### src/rtl/bw_io_ddr_pkg.sv
// Shared definitions for the DDR pad-ring repeaters: default sizes,
// read-return framing states and the per-byte parity helper.
package bw_io_ddr_pkg;

  localparam int DEF_DW    = 64;
  localparam int DEF_DEPTH = 4;
  localparam int DEF_BURST = 4;

  typedef enum logic {
    RDRET_IDLE   = 1'b0,
    RDRET_ACTIVE = 1'b1
  } rdret_state_e;

  // Even parity over one byte: result is 1 when the byte has an odd number of ones.
  function automatic logic byte_par(input logic [7:0] b);
    return ^b;
  endfunction

endpackage

### src/rtl/bw_io_ddr_rdret_fifo.sv
// Synchronous FIFO with occupancy counter. The head comes straight from
// storage at the read pointer and reads as zero while the FIFO is empty.
module bw_io_ddr_rdret_fifo #(
  parameter int W     = 8,
  parameter int DEPTH = 4
) (
  input  logic         clk,
  input  logic         rst,
  input  logic         push,
  input  logic [W-1:0] din,
  input  logic         pop,
  output logic         full,
  output logic         empty,
  output logic [W-1:0] head
);

  localparam int AW = $clog2(DEPTH);

  logic [W-1:0]  mem [DEPTH];
  logic [AW-1:0] wr_ptr;
  logic [AW-1:0] rd_ptr;
  logic [AW:0]   count;

  assign full  = (count == (AW+1)'(DEPTH));
  assign empty = (count == '0);
  assign head  = empty ? '0 : mem[rd_ptr];

  always_ff @(posedge clk) begin
    if (push) mem[wr_ptr] <= din;
  end

  // Pointers wrap naturally because DEPTH is a power of two.
  always_ff @(posedge clk) begin
    if (rst) begin
      wr_ptr <= '0;
      rd_ptr <= '0;
      count  <= '0;
    end else begin
      if (push) wr_ptr <= wr_ptr + AW'(1);
      if (pop)  rd_ptr <= rd_ptr + AW'(1);
      case ({push, pop})
        2'b10:   count <= count + (AW+1)'(1);
        2'b01:   count <= count - (AW+1)'(1);
        default: count <= count;
      endcase
    end
  end

endmodule

### src/rtl/bw_io_ddr_rdret_rptr.sv
// Read-return repeater: two retiming stages from the pads, per-byte parity
// check, burst framing, and a small FIFO toward the DRAM controller.
module bw_io_ddr_rdret_rptr
  import bw_io_ddr_pkg::*;
#(
  parameter int DW    = DEF_DW,
  parameter int DEPTH = DEF_DEPTH,
  parameter int BURST = DEF_BURST
) (
  input  logic            clk,
  input  logic            rst,
  input  logic            pad_vld,
  input  logic [DW-1:0]   pad_data,
  input  logic [DW/8-1:0] pad_par,
  output logic            ctl_vld,
  input  logic            ctl_rdy,
  output logic [DW-1:0]   ctl_data,
  output logic            ctl_last,
  output logic [DW/8-1:0] ctl_perr,
  output logic            ovf_err,
  output logic            burst_err
);

  localparam int NB = DW / 8;
  localparam int BW = $clog2(BURST);
  localparam int FW = DW + 1 + NB;

  logic            s0_vld, s1_vld;
  logic [DW-1:0]   s0_data, s1_data;
  logic [NB-1:0]   s0_par, s1_par;
  logic [NB-1:0]   perr;
  logic [BW-1:0]   beat;
  logic            last;
  rdret_state_e    state;
  logic            full, empty, push, pop;
  logic [FW-1:0]   head;

  always_ff @(posedge clk) begin
    if (rst) begin
      s0_vld  <= 1'b0;
      s0_data <= '0;
      s0_par  <= '0;
      s1_vld  <= 1'b0;
      s1_data <= '0;
      s1_par  <= '0;
    end else begin
      s0_vld  <= pad_vld;
      s0_data <= pad_data;
      s0_par  <= pad_par;
      s1_vld  <= s0_vld;
      s1_data <= s0_data;
      s1_par  <= s0_par;
    end
  end

  always_comb begin
    perr = '0;
    for (int i = 0; i < NB; i++) perr[i] = byte_par(s1_data[8*i +: 8]) ^ s1_par[i];
  end

  assign last = (beat == BW'(BURST - 1));

  // Handshake: a head beat transfers on any cycle where ctl_vld && ctl_rdy;
  // ctl_vld is a pure function of FIFO state and never looks at ctl_rdy.
  // The pad side cannot stall, so a full FIFO without a pop drops the beat.
  assign pop  = ctl_vld & ctl_rdy;
  assign push = s1_vld & (~full | pop);

  always_ff @(posedge clk) begin
    if (rst) begin
      state     <= RDRET_IDLE;
      beat      <= '0;
      ovf_err   <= 1'b0;
      burst_err <= 1'b0;
    end else begin
      if (s1_vld && full && !pop) ovf_err <= 1'b1;
      case (state)
        RDRET_IDLE: begin
          if (s1_vld) begin
            state <= RDRET_ACTIVE;
            beat  <= BW'(1);
          end
        end
        RDRET_ACTIVE: begin
          if (!s1_vld) begin
            burst_err <= 1'b1;
            state     <= RDRET_IDLE;
            beat      <= '0;
          end else if (last) begin
            state <= RDRET_IDLE;
            beat  <= '0;
          end else begin
            beat <= beat + BW'(1);
          end
        end
        default: begin
          state <= RDRET_IDLE;
          beat  <= '0;
        end
      endcase
    end
  end

  bw_io_ddr_rdret_fifo #(
    .W     (FW),
    .DEPTH (DEPTH)
  ) u_fifo (
    .clk   (clk),
    .rst   (rst),
    .push  (push),
    .din   ({s1_data, last, perr}),
    .pop   (pop),
    .full  (full),
    .empty (empty),
    .head  (head)
  );

  assign ctl_vld                      = ~empty;
  assign {ctl_data, ctl_last, ctl_perr} = head;

endmodule

### config.mk
export PLATFORM = sky130hd
export DESIGN_NAME = bw_io_ddr_rdret_rptr
export DESIGN_NICKNAME = d
export VERILOG_FILES = /design/src/rtl/bw_io_ddr_pkg.sv /design/src/rtl/bw_io_ddr_rdret_fifo.sv /design/src/rtl/bw_io_ddr_rdret_rptr.sv
export SDC_FILE = /design/constraint.sdc
export NUM_CORES = 1
export LEC_CHECK = 0
export CAP_MARGIN = 20
export CORE_ASPECT_RATIO = 1.1
export CORE_MARGIN = 2
export CORE_UTILIZATION = 23
export CTS_CLUSTER_SIZE = 40
export DETAILED_ROUTE_END_ITERATION = 8
export DONT_BUFFER_PORTS = 1
export HOLD_SLACK_MARGIN = 0.02
export PLACE_DENSITY = 0.41
export SLEW_MARGIN = 20
export SYNTH_ARGS = -nofsm -noshare
export SYNTH_HDL_FRONTEND = slang
export SYNTH_HIERARCHICAL = 1
export SYNTH_SLANG_ARGS = --single-unit
export TNS_END_PERCENT = 10
### constraint.sdc
create_clock -name clk -period 7.1 [get_ports clk]
set_input_delay 1.065 -clock clk [delete_from_list [all_inputs] [get_ports clk]]
set_output_delay 1.065 -clock clk [all_outputs]
set_load 0.01 [all_outputs]
==> summary.txt, run 1 <==
Synth
  – Seq/Total Area, Yosys: 73.79%
  – Syn Std Cell Area: 16220 sq um
  – Synth Instances: 895
  – Post-synth top area share: 54.05%
  – Syn. warnings: 6
  – Synth unique cells: 28
  – #FFs+latches synth: 452
  – Largest cells by area after synthesis: edfxtp_1, dfxtp_1, mux4_2
  – Post-synth top area cell: edfxtp_1
  – Syn_nets: 978
  – Synth Area per Inst: 18.13 sq um

Routing
  – DR DRC count: 0
  – DR iter-0 viols: 289
  – Met3 wire len: 2.133 mm
  – Met2 wire length: 16.78 mm
  – Top sig layer: met5
  – Final wirelength: 33.92 mm
  – Routed vias/inst: 3.764
  – Drt wl/cell: 17.93 microns
  – TritonRoute pass-1 iters: 4
  – Detailed-route via count: 7121
  – Wl on met1: 14.09 mm
  – Post-route antenna net violation count: 0

STA
  – RSZ-0062 raised after global routing: false
  – Setup TNS: 0 ns
  – Final setup viols: 0
  – Fin. max-slew vios: 0
  – Final hold viol count: 0
  – Period Utilization, post-route: 56.03%
  – Fmax: 251.4 MHz
  – Rel. slew slack: 30.55%
  – Slew at the pin closest to its max-slew limit: 1.042 ns
  – Min cycle time layout: 3.978 ns
  – Clock skew after layout: 0.01185 ns

Die
  – Num rows: 102
  – Die Y: 282.5 microns
  – Die area: 72680 sq um
  – Core area: 70060 sq um
  – Die width: 257.2 microns
  – I/O pins: 152
  – Starting Density: 23.15%

Clock tree
  – Worst-path clk slew: 0.06 ns
  – Clock tree buffer depth: 3
  – Sink Count: 452
  – TritonCTS clock tree: yes
  – # resized after CTS: 0
  – Root Buffer: clkbuf_16
  – Post-CTS setup buffers: 0
  – Clk_lat worst skew: 0.57 ns
  – CTS Buf Count: 51
  – CTS Hold Bufs: 0
  – H-tree levels: 2

Worst setup path
  – Crit Path Class: reg -> out
  – CP max stage cell: dfxtp_4
  – Family with the most delay on the worst path: flip-flops
  – Critical path, cell by cell: buf_4 -> mux4_2 -> nor2b_1
  – Startpoint types: register
  – CP required: 6.03 ns
  – Worst EP arrival: 2.91 ns
  – Worst-path fanout max: 31
  – Buf/Inv on CP: 1
  – Max incr delay on CP: 0.84 ns
  – Setup crit end kind: output pin
  – R2R setup slack: 3.60 ns

Global route
  – GRT Overall Usage: 9.389%
  – Largest net degree at the start of global routing: 160
  – First-pass GRT wire length: 50.92 mm
  – Number of global-route vias before repair: 7804
  – GR Overflow Total: 0
  – Antenna violations before repair: 4

Place
  – Post-placement cell count: 1798
  – RD Place Congestion: 0.6449
  – HPWL after DPL: 19.26 mm
  – I/O Buffers: 0

Finish
  – P&R area growth vs syn: 16.67%
  – Fin cells: 1892
  – Diode count: 0
  – Most frequent cells in the layout: edfxtp_1, nor2b_1, dfxtp_1, mux4_2, clkbuf_16
  – Most common cell after layout, fill and taps aside: edfxtp_1
  – Layout Nets: 998
  – Fraction of layout cells with a size suffix above 1: 18.62%

Flow run
  – MaxCap Viol Count: 0

Worst hold path
  – HP Class: reg -> reg

Power
  – Total power: 0.006444 W
  – Power Dens Cells: 340.5 nW/um^2
  – Max VDD drop: 188.6 uV
  – Leakage power total: 6.168 nW

Run status
  – Status: complete, no violations
-- cells in the mapped netlist --
library cell / instances
nand2b_1: 1
mux2i_1: 1
nor2b_1: 219
and3_1: 1
nand3_1: 1
dfxtp_1: 160
xor2_1: 11
ha_1: 6
a211oi_1: 2
nand2_1: 2
and2_1: 4
clkbuf_1: 15
inv_1: 9
nor2_1: 12
edfxtp_1: 292
buf_2: 17
or3_1: 1
xnor3_1: 8
o21ai_0: 1
xnor2_1: 34
a31oi_1: 1
mux4_2: 73
nor3_1: 1
clkbuf_2: 1
xnor2_2: 8
fa_1: 1
buf_6: 8
a21oi_1: 5
-- final timing paths --
check                                from                           to  depth (start not counted)
max                              register                 ctl_data[16]                          3
min                s0_data[50]$_SDFF_PP0_       s1_data[50]$_SDFF_PP0_                          1
max reg2reg  u_fifo/count[0]$_SDFFE_PP0P_  u_fifo/mem[2][25]$_DFFE_PP_                          6
min reg2reg        s0_data[50]$_SDFF_PP0_       s1_data[50]$_SDFF_PP0_                          1
-- power by group --
| group | internal, W | total [W] | switching, W |
|---|---|---|---|
| Clock | 0.00157 | 0.00261 | 0.00104 |
| Sequential | 0.00288 | 0.00297 | 0.0000901 |
| Combinational | 0.000357 | 0.000860 | 0.000503 |
-- kinds of logic (layout without fill, tap and decap cells) --
group           after synthesis  after routing  share of synthesized area (%)
fa+ha+maj                     7              7                         0.5861
simple gates                242            242                          9.101
flops                       452            452                          73.79
xor+xnor                     61             61                          4.342
buf+inv                      50            111                          1.666
compound gates                9              9                         0.3162
mux                          74             74                          10.20
-- final cells by class --
cell class / count / area, sq um
clock buffer: 71 / 1485
clock inverter: 23 / 201.4
fill: 7074 / 51140
inverter: 9 / 33.78
multi-input combinational: 393 / 3996
sequential: 452 / 11980
tap: 936 / 1171
timing repair buffer: 8 / 60.06
-- layer usage --
layer	GRT usage [%]	vias up
met5	0	-
met2	15.97	145
li1	-	3278
met3	3.047	70
met1	11.15	3624
met4	3.265	4
-- stage by stage --
| step | utilization, % | cell area, sq um | hold slack [ns] | setup WS (ns) |
|---|---|---|---|---|
| after floorplan | - | 16220 | 0.4138 | 3.376 |
| after global placement | 24.61 | 17240 | 0.4183 | 3.541 |
| after detailed placement | 24.61 | 17240 | 0.4204 | 3.495 |
| after CTS | 27.01 | 18930 | 0.4295 | 2.895 |
| after global routing | 27.01 | 18930 | 0.4418 | 2.824 |
| final | 27.01 | 18930 | 0.4278 | 3.122 |
-- sequential cells by signal (all words and copies together), names as in the netlist, named ones only --
name / flops
ovf_err: 1
beat: 2
u_fifo/wr_ptr: 2
u_fifo/rd_ptr: 2
u_fifo/count: 3
s1_par: 8
s0_data: 64
u_fifo/mem: 292
burst_err: 1
s1_data: 64
state: 1
s0_vld: 1
s0_par: 8
s1_vld: 1
Power figures use the tool's default switching activity.
==> run 2: changes to the inputs <==
--- a/config.mk
+++ b/config.mk
@@ -13,7 +13,7 @@
 export DETAILED_ROUTE_END_ITERATION = 8
 export DONT_BUFFER_PORTS = 1
 export HOLD_SLACK_MARGIN = 0.02
-export PLACE_DENSITY = 0.41
+export PLACE_DENSITY = 0.42
 export SLEW_MARGIN = 20
 export SYNTH_ARGS = -nofsm -noshare
 export SYNTH_HDL_FRONTEND = slang
==> constraint.sdc (replaced) <==
create_clock -name clk -period 3.6 [get_ports clk]
set_input_delay 0.54 -clock clk [delete_from_list [all_inputs] [get_ports clk]]
set_output_delay 0.54 -clock clk [all_outputs]
set_load 0.01 [all_outputs]
==> summary.txt, run 2 (same netlist as run 1, synthesis figures left out) <==
Run status
  – Status: complete, no violations

Worst setup path
  – Buf/Inv on CP: 1 (unchanged)
  – Setup crit end kind: output pin
  – Family with the most delay on the worst path: flip-flops
  – CP required: 3.06 ns (-2.97 ns)
  – Critical path, cell by cell: buf_12 -> mux4_2 -> nor2b_1
  – CP max stage cell: dfxtp_4
  – Crit Path Class: reg -> out
  – Worst-path fanout max: 33 (+6.5%)
  – Max incr delay on CP: 0.64 ns (-0.20 ns)
  – Worst EP arrival: 2.41 ns (-0.50 ns)
  – Startpoint types: register

Place
  – RD Place Congestion: 0.6591 (+2.2%)
  – Area post-placement: 17360 sq um (+0.68%)
  – I/O Buffers: 0 (unchanged)
  – HPWL after DPL: 21.12 mm (+9.7%)

Routing
  – DR iter-0 viols: 341 (+18%)
  – DR DRC count: 0 (unchanged)
  – Wl on met1: 15.16 mm (+7.6%)
  – Drt wl/cell: 19.08 microns (+6.4%)
  – Met3 wire len: 2.048 mm (-4.0%)
  – Top sig layer: met4
  – Post-route antenna net violation count: 0 (unchanged)
  – Routed vias/inst: 3.759 (-0.13%)
  – TritonRoute pass-1 iters: 4 (unchanged)
  – Detailed-route via count: 7168 (+0.66%)
  – Final wirelength: 36.39 mm (+7.3%)
  – Met2 wire length: 18.39 mm (+9.6%)

Die
  – Core area: 70060 sq um (unchanged)
  – Die area: 72680 sq um (unchanged)
  – Die Y: 282.5 microns (unchanged)
  – I/O pins: 152 (unchanged)
  – Starting Density: 23.15% (unchanged)
  – Num rows: 102 (unchanged)
  – Die width: 257.2 microns (unchanged)

Clock tree
  – Post-CTS setup buffers: 0 (unchanged)
  – Sink Count: 452 (unchanged)
  – Clk_lat worst skew: 0.60 ns (+0.03 ns)
  – Clock tree buffer depth: 3 (unchanged)
  – Worst-path clk slew: 0.06 ns (about the same)
  – # resized after CTS: 0 (unchanged)
  – H-tree levels: 2 (unchanged)
  – TritonCTS clock tree: yes
  – Root Buffer: clkbuf_16
  – CTS Buf Count: 52 (+2.0%)
  – CTS Hold Bufs: 7 (+7)

Finish
  – Most common cell after layout, fill and taps aside: edfxtp_1
  – P&R area growth vs syn: 18.16%
  – Most frequent cells in the layout: edfxtp_1, nor2b_1, dfxtp_1, mux4_2, clkbuf_16
  – Largest registers: u_fifo/mem (292), s0_data (64), s1_data (64)
  – Fraction of layout cells with a size suffix above 1: 19.05% (+0.43 points)
  – Largest register by flop count: u_fifo/mem
  – Final instance area: 19170 sq um (+1.3%)
  – Layout Nets: 1010 (+1.2%)
  – Diode count: 0 (unchanged)
  – Largest register FFs: 292 (unchanged)

STA
  – Setup TNS: 0 ns (unchanged)
  – Fin. max-slew vios: 0 (unchanged)
  – RSZ-0062 raised after global routing: false
  – Final setup viols: 0 (unchanged)
  – Fmax: 338.6 MHz
  – Slew at the pin closest to its max-slew limit: 0.9216 ns (-0.1202 ns)
  – Final hold viol count: 0 (unchanged)
  – Clock skew after layout: 0.01666 ns (+0.004803 ns)
  – Min cycle time layout: 2.953 ns
  – Period Utilization, post-route: 82.03%
  – Rel. slew slack: 38.56% (+8.0 points)

Global route
  – GRT Overall Usage: 10.07% (+0.68 points)
  – Largest net degree at the start of global routing: 75 (-53%)
  – Number of global-route vias before repair: 7865 (+0.78%)
  – First-pass GRT wire length: 53.74 mm (+5.5%)
  – Antenna violations before repair: 2 (-2)
  – GR Overflow Total: 0 (unchanged)

Flow run
  – MaxCap Viol Count: 0 (unchanged)

Power
  – Max VDD drop: 354.5 uV (+88%)
  – Power Dens Cells: 667.4 nW/um^2 (+96%)
  – Leakage power total: 6.250 nW (+1.3%)

Worst hold path
  – HP Class: in -> reg
## run 2: per-stage QoR
| step | util [%] | hold slack (ns) | cells | setup WS, ns | power, W |
|---|---|---|---|---|---|
| floorplan | - | 0.4138 | 895 | 0.2253 | 0.007341 |
| global placement | 24.77 | 0.4176 | 1802 | 1.097 | 0.007856 |
| detailed placement | 24.77 | 0.4204 | 1802 | 1.047 | 0.007862 |
| CTS | 27.36 | 0.02058 | 1907 | 0.4860 | 0.01315 |
| global route | 27.36 | 0.03255 | 1907 | 0.4369 | 0.01346 |
| finish | 27.36 | 0.07405 | 1907 | 0.6470 | 0.01279 |
## run 2: worst paths after layout
check	start	end	slack, ns	depth (start not counted)
max	register	ctl_data[41]	0.65	3
min reg2reg	s0_data[4]$_SDFF_PP0_	s1_data[4]$_SDFF_PP0_	0.42	1
max reg2reg	u_fifo/count[0]$_SDFFE_PP0P_	u_fifo/mem[3][43]$_DFFE_PP_	1.11	5
min	pad_data[45]	s0_data[45]$_SDFF_PP0_	0.07	1
## run 2: area by class of cell
cell class	count	area [sq um]
Clock buffer	83	1590
Clock inverter	15	116.4
Inverter	9	33.78
Fill cell	7026	50900
Multi-Input combinational cell	393	3996
Timing Repair Buffer	19	282.8
Tap cell	936	1171
Sequential cell	452	11980
## run 2: routing by layer
metal / track usage, % / vias to the layer above
met5: 0 / -
met4: 2.922 / 0
met3: 3.118 / 57
met2: 17.50 / 141
met1: 11.98 / 3664
li1: - / 3306
## run 2: where the power goes
group,switching (W),total [W],internal (W)
Sequential,0.000151,0.00584,0.00569
Clock,0.00209,0.00513,0.00304
Combinational,0.00108,0.00182,0.000743
Total,0.00332,0.0128,0.00948
